--- src/rtl/key_debounce.sv ---
// key_debounce: multi-key synchronizer, debouncer and press/release/long-press event generator.
// Ports: sys_clk, rst_n (async, active-low), key_in (raw, 0=pressed) -> key_level, key_press, key_release, key_long.
module key_debounce #(
   parameter int CLK_FREQ    = 50_000_000,
   parameter int KEY_NUM     = 4,
   parameter int DEBOUNCE_MS = 20,
   parameter int LONG_MS     = 1000
) (
   input  logic               sys_clk,
   input  logic               rst_n,
   input  logic [KEY_NUM-1:0] key_in,
   output logic [KEY_NUM-1:0] key_level,
   output logic [KEY_NUM-1:0] key_press,
   output logic [KEY_NUM-1:0] key_release,
   output logic [KEY_NUM-1:0] key_long
);

   localparam int DB_CYC   = CLK_FREQ / 1000 * DEBOUNCE_MS;
   localparam int LONG_CYC = CLK_FREQ / 1000 * LONG_MS;
   localparam int DB_W     = $clog2(DB_CYC);
   localparam int LG_W     = $clog2(LONG_CYC);

   localparam logic [DB_W-1:0] DB_MAX = DB_W'(DB_CYC - 1);
   localparam logic [LG_W-1:0] LG_MAX = LG_W'(LONG_CYC - 1);
   localparam logic [LG_W-1:0] LG_PRE = LG_W'(LONG_CYC - 2);

   typedef enum logic [1:0] {
      IDLE,
      PRESS_WAIT,
      PRESSED,
      RELEASE_WAIT
   } state_t;

   for (genvar k = 0; k < KEY_NUM; k++) begin : g_key
      logic            r_sync1;
      logic            r_sync2;
      state_t          r_state;
      state_t          w_state_nxt;
      logic [DB_W-1:0] r_db_cnt;
      logic [DB_W-1:0] w_db_nxt;
      logic [LG_W-1:0] r_long_cnt;
      logic [LG_W-1:0] w_long_cnt_nxt;
      logic            r_level;
      logic            w_level_nxt;
      logic            r_press;
      logic            w_press_nxt;
      logic            r_release;
      logic            w_release_nxt;
      logic            r_long;
      logic            w_long_nxt;

      // State register: synchronizer, FSM, counters and registered outputs
      always_ff @(posedge sys_clk or negedge rst_n) begin
         if (!rst_n) begin
            r_sync1    <= 1'b1;
            r_sync2    <= 1'b1;
            r_state    <= IDLE;
            r_db_cnt   <= '0;
            r_long_cnt <= '0;
            r_level    <= 1'b0;
            r_press    <= 1'b0;
            r_release  <= 1'b0;
            r_long     <= 1'b0;
         end else begin
            r_sync1    <= key_in[k];
            r_sync2    <= r_sync1;
            r_state    <= w_state_nxt;
            r_db_cnt   <= w_db_nxt;
            r_long_cnt <= w_long_cnt_nxt;
            r_level    <= w_level_nxt;
            r_press    <= w_press_nxt;
            r_release  <= w_release_nxt;
            r_long     <= w_long_nxt;
         end
      end

      // Next-state logic; r_sync2 == 0 means the key is pressed
      always_comb begin
         w_state_nxt = r_state;
         unique case (r_state)
            IDLE: begin
               if (!r_sync2) w_state_nxt = PRESS_WAIT;
            end
            PRESS_WAIT: begin
               if (r_sync2)                w_state_nxt = IDLE;
               else if (r_db_cnt == DB_MAX) w_state_nxt = PRESSED;
            end
            PRESSED: begin
               if (r_sync2) w_state_nxt = RELEASE_WAIT;
            end
            RELEASE_WAIT: begin
               if (!r_sync2)               w_state_nxt = PRESSED;
               else if (r_db_cnt == DB_MAX) w_state_nxt = IDLE;
            end
         endcase
      end

      // Counter and output next values
      always_comb begin
         w_db_nxt       = r_db_cnt;
         w_long_cnt_nxt = r_long_cnt;
         w_level_nxt    = r_level;
         w_press_nxt    = 1'b0;
         w_release_nxt  = 1'b0;
         w_long_nxt     = 1'b0;
         unique case (r_state)
            IDLE: begin
               w_db_nxt = '0;
            end
            PRESS_WAIT: begin
               if (!r_sync2) begin
                  if (r_db_cnt == DB_MAX) begin
                     w_level_nxt    = 1'b1;
                     w_press_nxt    = 1'b1;
                     w_long_cnt_nxt = '0;
                  end else begin
                     w_db_nxt = r_db_cnt + DB_W'(1);
                  end
               end
            end
            PRESSED: begin
               w_db_nxt = '0;
               // Saturating hold timer; the pulse fires only on the
               // step into saturation, so it cannot repeat.
               if (r_long_cnt != LG_MAX) begin
                  w_long_cnt_nxt = r_long_cnt + LG_W'(1);
                  if (r_long_cnt == LG_PRE) w_long_nxt = 1'b1;
               end
            end
            RELEASE_WAIT: begin
               if (r_sync2) begin
                  if (r_db_cnt == DB_MAX) begin
                     w_level_nxt   = 1'b0;
                     w_release_nxt = 1'b1;
                  end else begin
                     w_db_nxt = r_db_cnt + DB_W'(1);
                  end
               end
            end
         endcase
      end

      assign key_level[k]   = r_level;
      assign key_press[k]   = r_press;
      assign key_release[k] = r_release;
      assign key_long[k]    = r_long;
   end

endmodule

--- config.mk ---
export PLATFORM = sky130hd
export DESIGN_NAME = key_debounce
export DESIGN_NICKNAME = d
export VERILOG_FILES = /design/src/rtl/key_debounce.sv
export SDC_FILE = /design/constraint.sdc
export NUM_CORES = 1
export LEC_CHECK = 0
export BUFFER_PORTS_ARGS = -buffer_cell sky130_fd_sc_hd__buf_2
export CAP_MARGIN = 20
export CELL_PAD_IN_SITES_DETAIL_PLACEMENT = 0
export CELL_PAD_IN_SITES_GLOBAL_PLACEMENT = 1
export CORE_MARGIN = 5
export CORE_UTILIZATION = 50
export CTS_BUF_LIST = sky130_fd_sc_hd__clkbuf_4 sky130_fd_sc_hd__clkbuf_8
export DETAILED_ROUTE_END_ITERATION = 10
export PLACE_DENSITY_LB_ADDON = 0.1
export SETUP_SLACK_MARGIN = 0.05
export SLEW_MARGIN = 40
export SYNTH_ARGS = -nofsm -noshare
export SYNTH_HDL_FRONTEND = slang
export SYNTH_SLANG_ARGS = --single-unit
--- constraint.sdc ---
create_clock -name sys_clk -period 3 [get_ports sys_clk]
set_input_delay 0.15 -clock sys_clk [delete_from_list [all_inputs] [get_ports sys_clk]]
set_output_delay 0.15 -clock sys_clk [all_outputs]
set_load 0.005 [all_outputs]
==> impl_metrics.ini, run 1 <==
[grt]
grt_usage_pct = 18.27
grt_pass1_vias = 8565
grt_pass1_wl_mm = 41.41
antenna_found_initial = 0
overflow = 0
grt_max_degree = 93

[floorplanning]
start_util_pct = 51.07
dieWidth_um = 162.3
core_um2 = 22710
die-area_um2 = 26340
io_pins = 22
die_h_um = 162.3
rows = 55

[synth]
synth_seq_cells = 216
synth-compound-area-share_pct = 8.727
syn_avg_cell_area_um2 = 9.617
yosys.area_share.simple_pct = 30.49
synth_top_family_by_area = simple AND/OR/NAND/NOR gates
synth_edf_count = 0
ys_async_sr_fraction_pct = 100.0
synth_cells = 1206
yosys-top-cells-area = dfrtp_1 45%, xor2_1 4.5%, nand3_1 3.5%
syn-num-nets = 1224
netlist_area_um2 = 11600
netlist.area_leader.share_pct = 44.88
synthAdderAreaFrac_pct = 1.294
synthMuxAreaShare_pct = 1.640
yosys_warnings = 0
synth.distinct_cells = 65
synth_xor_area_share_pct = 7.778
synthFlopType = dfrtp_1
yosysSeqAreaShare_pct = 46.69
synth_largest_area_cell = dfrtp_1

[timing]
finalHoldViolCount = 0
fin_crit_sh_pct = 78.69
rsz0062_at_grt = no
max_slew.worst_pin.slew_ns = 0.8199
finClkSkew_ns = 0.01657
fmax_mhz = 423.6
fin_crit_ns = 2.361
tns_ns = 0
final-max-slew-violation-count = 0
setup-violations-final = 0
relSlewSlack_pct = 44.89

[power_and_ir_drop]
intPower_mw = 4.788
switching_share_pct = 21.96
leakagePower_nw = 5.623
powerDensity_nw_per_um2 = 477.2
power_frac_clock_pct = 49.3
finalPower_mw = 6.134
pwr-share-comb_pct = 2.5
ir_drop_mv = 0.4031
p_switching_mw = 1.347
seqPwrFrac_pct = 48.3

[worst_setup_path]
startpoint = g_key[1].r_db_cnt[10]
start_kind = register
cp.required_ns = 3.39
path_class = reg2reg
cp-end-kind = register
r2r_start = g_key[1].r_db_cnt[10]
path_max_fanout = 20
crit_arrival_ns = 2.75

[cells_and_area]
num_antenna_cells = 0
final_cell_mix = 208 x dfrtp_1, 104 x nand2_1, 90 x nor2_1
final_nets = 1250
final_area_um2 = 12860
n_fill_cell = 2083
utilization_pct = 56.61
multi_input_area_um2 = 5806
layout-drive-gt1-share_pct = 11.40
syn2layout_area_growth_pct = 10.84
final_common_cell = dfrtp_1
seq_area_um2 = 5415

[cts]
cts_setup_buffers = 0
htreeDepth = 2
clock_sinks = 216
postCtsResizedCells = 0
clk_latency_ns = 0.53
clockRootBuffer = clkbuf_8
cts_tree = built
cts_max_path_buffers = 3
cts_buffers = 39
path_clk_slew_ns = 0.06

[placed_design]
place_area_um2 = 11930
dp_hpwl_mm = 15.79
io_buffer_count = 21
place_congestion = 0.8014

[routing]
wl_per_cell_um = 15.39
drc_errors = 0
wl_mm = 23.83
drt_iter0_markers = 516
via_per_inst = 5.733
dr.pass1.iters = 5
num_vias = 8875
drtAntennaViolNets = 0

[run]
drv_cap = 0

[status]
status = complete, no violations

[hold_path]
holdCritPathClass = in2async
per-layer routing:
layer / wire length (µm) / up-vias / share of wire, % / track usage (%)
met5: 0 / - / 0 / 0
met4: 425 / 0 / 1.8 / 4.383
met3: 753 / 34 / 3.2 / 3.172
met2: 10640 / 100 / 45 / 28.93
met1: 12010 / 4317 / 50 / 26.34
li1: - / 4424 / - / -
critical path, cell delays in order (launching register included):
cell and delay, ns:
dfrtp_1 0.44, or4b_1 0.52, or4_4 0.44, nor4_4 0.25
and2_2 0.47, nor2_1 0.10
layout make-up:
type | count | share of cell area (%)
multi-input combinational | 913 | 45.16
sequential | 216 | 42.12
clock buffer | 62 | 5.956
tap | 285 | 2.774
timing repair buffer | 47 | 2.706
clock inverter | 10 | 0.8467
inverter | 15 | 0.4380
repair_timing:
| action | 4_1_cts | 5_1_grt |
|---|---|---|
| endpoints found under the hold margin | 89 | 0 |
| setup endpoints to repair | 0 | 0 |
| hold buffers | 5 | 0 |
registers in the layout, indices dropped and copies added (netlist names), named ones only:
signal            flops
g_key.r_db_cnt       80
g_key.r_level         4
g_key.r_long          4
g_key.r_long_cnt    104
g_key.r_press         4
g_key.r_release       4
g_key.r_state         4
g_key.r_sync1         4
g_key.r_sync2         4
kinds of logic after synthesis:
logic type | after synthesis
simple gates | 619
mux | 19
buf+inv | 77
flops | 216
compound gates | 160
fa+ha+maj | 12
xor+xnor | 103
through the flow:
step	hold slack (ns)	cells	setup WS [ns]
after floorplan	-0.1456	1206	0.8901
final	0.1936	1548	0.6394
after detailed placement	0.2319	1471	0.6260
after global routing	0.2506	1548	0.4848
after CTS	0.2144	1548	0.6097
after global placement	0.2330	1471	0.6665
cells in the mapped netlist, drive strengths merged, types with 16 or more instances:
cell      n
or4      17
and2     57
o31ai    17
nor3     31
o21ai    44
and4     17
xor2     59
or3      32
nor4     26
clkbuf   33
buf      28
and3     29
dfrtp   208
mux2i    19
o211ai   16
nor2     90
nand3    81
xnor2    44
nand2b   22
nand4    56
a21oi    45
nand2   104
power by group through the flow:
stage | clock network, mW | logic, mW | registers (mW)
CTS | 3.14 | 0.158 | 2.96
global placement | 0 | 0.152 | 3.01
global route | 3.26 | 0.177 | 2.96
floorplan | 0 | 0.0613 | 3.01
finish | 3.02 | 0.151 | 2.96
detailed placement | 0 | 0.152 | 3.01
final timing paths:
| kind | to | cells after the start | slack (ns) |
|---|---|---|---|
| max | g_key[1].r_long_cnt[8] | 5 | 0.64 |
| min | g_key[0].r_long_cnt[10] | 2 | 0.19 |
| max reg2reg | g_key[1].r_long_cnt[8] | 5 | 0.64 |
| min reg2reg | g_key[2].r_sync2 | 0 | 0.36 |
| max in group asynchronous | g_key[3].r_sync2 | 3 | 1.93 |
| min in group sys_clk | g_key[0].r_sync1 | 2 | 0.26 |
(Power assumes the default switching activity.)
==> run 2: changes to the inputs <==
- clock period: 3 -> 2.35 ns (I/O delays scaled with it)
==> impl_metrics.ini, run 2 (synthesis gave the netlist of run 1 again) <==
[timing]
max_slew.worst_pin.slew_ns = 0.6468
rsz0062_at_grt = yes
fin_crit_ns = 2.166
setup-violations-final = 0
finalHoldViolCount = 0
fin_crit_sh_pct = 92.18
final-max-slew-violation-count = 0
fin_ws_ns = 0.1838
tns_ns = 0
fmax_mhz = 461.6
relSlewSlack_pct = 56.73
finClkSkew_ns = 0.02572

[floorplanning]
start_util_pct = 51.07
die-area_um2 = 26340
die_h_um = 162.3
rows = 55
core_um2 = 22710
dieWidth_um = 162.3
io_pins = 22

[grt]
grt_pass1_wl_mm = 43.01
antenna_found_initial = 0
overflow = 0
grt_max_degree = 69
grt_usage_pct = 18.99
grt_pass1_vias = 8778

[worst_setup_path]
r2r_end = g_key[2].r_db_cnt[12]
path_class = reg2reg
start_kind = register
timing.critical_path.mode_cell = nand2_1
r2r_slack_ns = 0.18
cp-end-kind = register
r2r_start = g_key[2].r_sync2
crit_slowest_cell = or4b_2
cp.required_ns = 2.81
crit_chain = xor2_1, nor4_1, nand2_1, or4b_2, nand2_1
r2r_cells = 5
crit_arrival_ns = 2.62
slowest_delay_ns = 0.65
path_max_fanout = 8

[cells_and_area]
top_register = g_key.r_long_cnt
final_nets = 1281
n_fill_cell = 2035
num_antenna_cells = 0
syn2layout_area_growth_pct = 13.17
final_cell_mix = 208 x dfrtp_1, 104 x nand2_1, 90 x nor2_1
reg.largest.list = g_key.r_long_cnt: 104 flops, g_key.r_db_cnt: 80 flops
largest_register_ffs = 104
layout-drive-gt1-share_pct = 13.32
fin_cells = 1576
utilization_pct = 57.80
final_common_cell = dfrtp_1

[placed_design]
dp_hpwl_mm = 16.57
dp_cells = 1502
io_buffer_count = 21
place_congestion = 0.8060
dpl_worst_slack_ns = 0.2039

[cts]
clk_latency_ns = 0.53
cts_buffers = 39
htreeDepth = 2
clock_sinks = 216
cts_max_path_buffers = 3
cts_tree = built
path_clk_slew_ns = 0.06
clockRootBuffer = clkbuf_8

[hold_path]
holdCritPathClass = in2async

[routing]
drtAntennaViolNets = 0
drt_iter0_markers = 465
drc_errors = 0
via_per_inst = 5.708
num_vias = 8996
wl_per_cell_um = 15.53
wl_mm = 24.48
dr.pass1.iters = 5

[power_and_ir_drop]
powerDensity_nw_per_um2 = 600.4
leakagePower_nw = 5.791
finalPower_mw = 7.880
ir_drop_mv = 0.5032

[run]
drv_cap = 0

[status]
status = complete, no violations
run 2: through the flow:
stage | cell area (µm²) | hold WS, ns
floorplan | 11600 | -0.1781
global placement | 12200 | 0.1179
detailed placement | 12200 | 0.1203
CTS | 13130 | 0.1364
global route | 13130 | 0.2000
finish | 13130 | 0.1499
run 2: worst max-delay path, delay by kind of cell, from the launching register on:
kind	cells	cell delay, ns
xor gates and xnor gates	1	0.13
DFF	1	0.61
and+or+nand+nor	4	1.37
run 2: worst max-delay path by stage:
stage          depth (start not counted)             startpoint                endpoint  slack [ns]
2_1_floorplan                          6       g_key[2].r_sync2   g_key[2].r_db_cnt[16]        0.24
3_3_place_gp                           6  g_key[1].r_db_cnt[10]  g_key[1].r_long_cnt[2]        0.27
3_5_place_dp                           5       g_key[2].r_sync2   g_key[2].r_db_cnt[12]        0.20
4_1_cts                                5       g_key[2].r_sync2   g_key[2].r_db_cnt[12]        0.19
5_1_grt                                6   g_key[3].r_db_cnt[0]  g_key[3].r_long_cnt[3]        0.05
6_report                               5       g_key[2].r_sync2   g_key[2].r_db_cnt[12]        0.18
run 2: layout make-up:
type                            instances  area (µm²)  area share, %
Multi-Input combinational cell        913        5806          44.23
Sequential cell                       216        5415          41.25
Clock buffer                           64       799.5          6.091
Timing Repair Buffer                   78       618.1          4.709
Tap cell                              285       356.6          2.717
Clock inverter                          5       75.07         0.5719
Inverter                               15       56.30         0.4289
run 2: per-layer routing:
layer  GRT usage [%]  vias up  part of all wire, %
li1                -     4483                    -
met1           27.37     4367                   50
met2           30.07      114                   45
met3           3.273       32                  3.5
met4           4.575        0                  1.6
met5               0        -                    0
run 2: timing repair:
action                                  CTS  global route
endpoints found under the hold margin   149             0
hold buffers                              5             0
resized for setup                         0             1
endpoints found under the setup margin    0             2
setup buffers                             0             0
run 2: report_power, final:
| part | leakage, nW | internal [mW] | switching [mW] |
|---|---|---|---|
| combinational | 2.35 | 0.0671 | 0.134 |
| clock | 0.466 | 2.36 | 1.54 |
| sequential | 2.98 | 3.75 | 0.0317 |
| total | 5.79 | 6.18 | 1.70 |
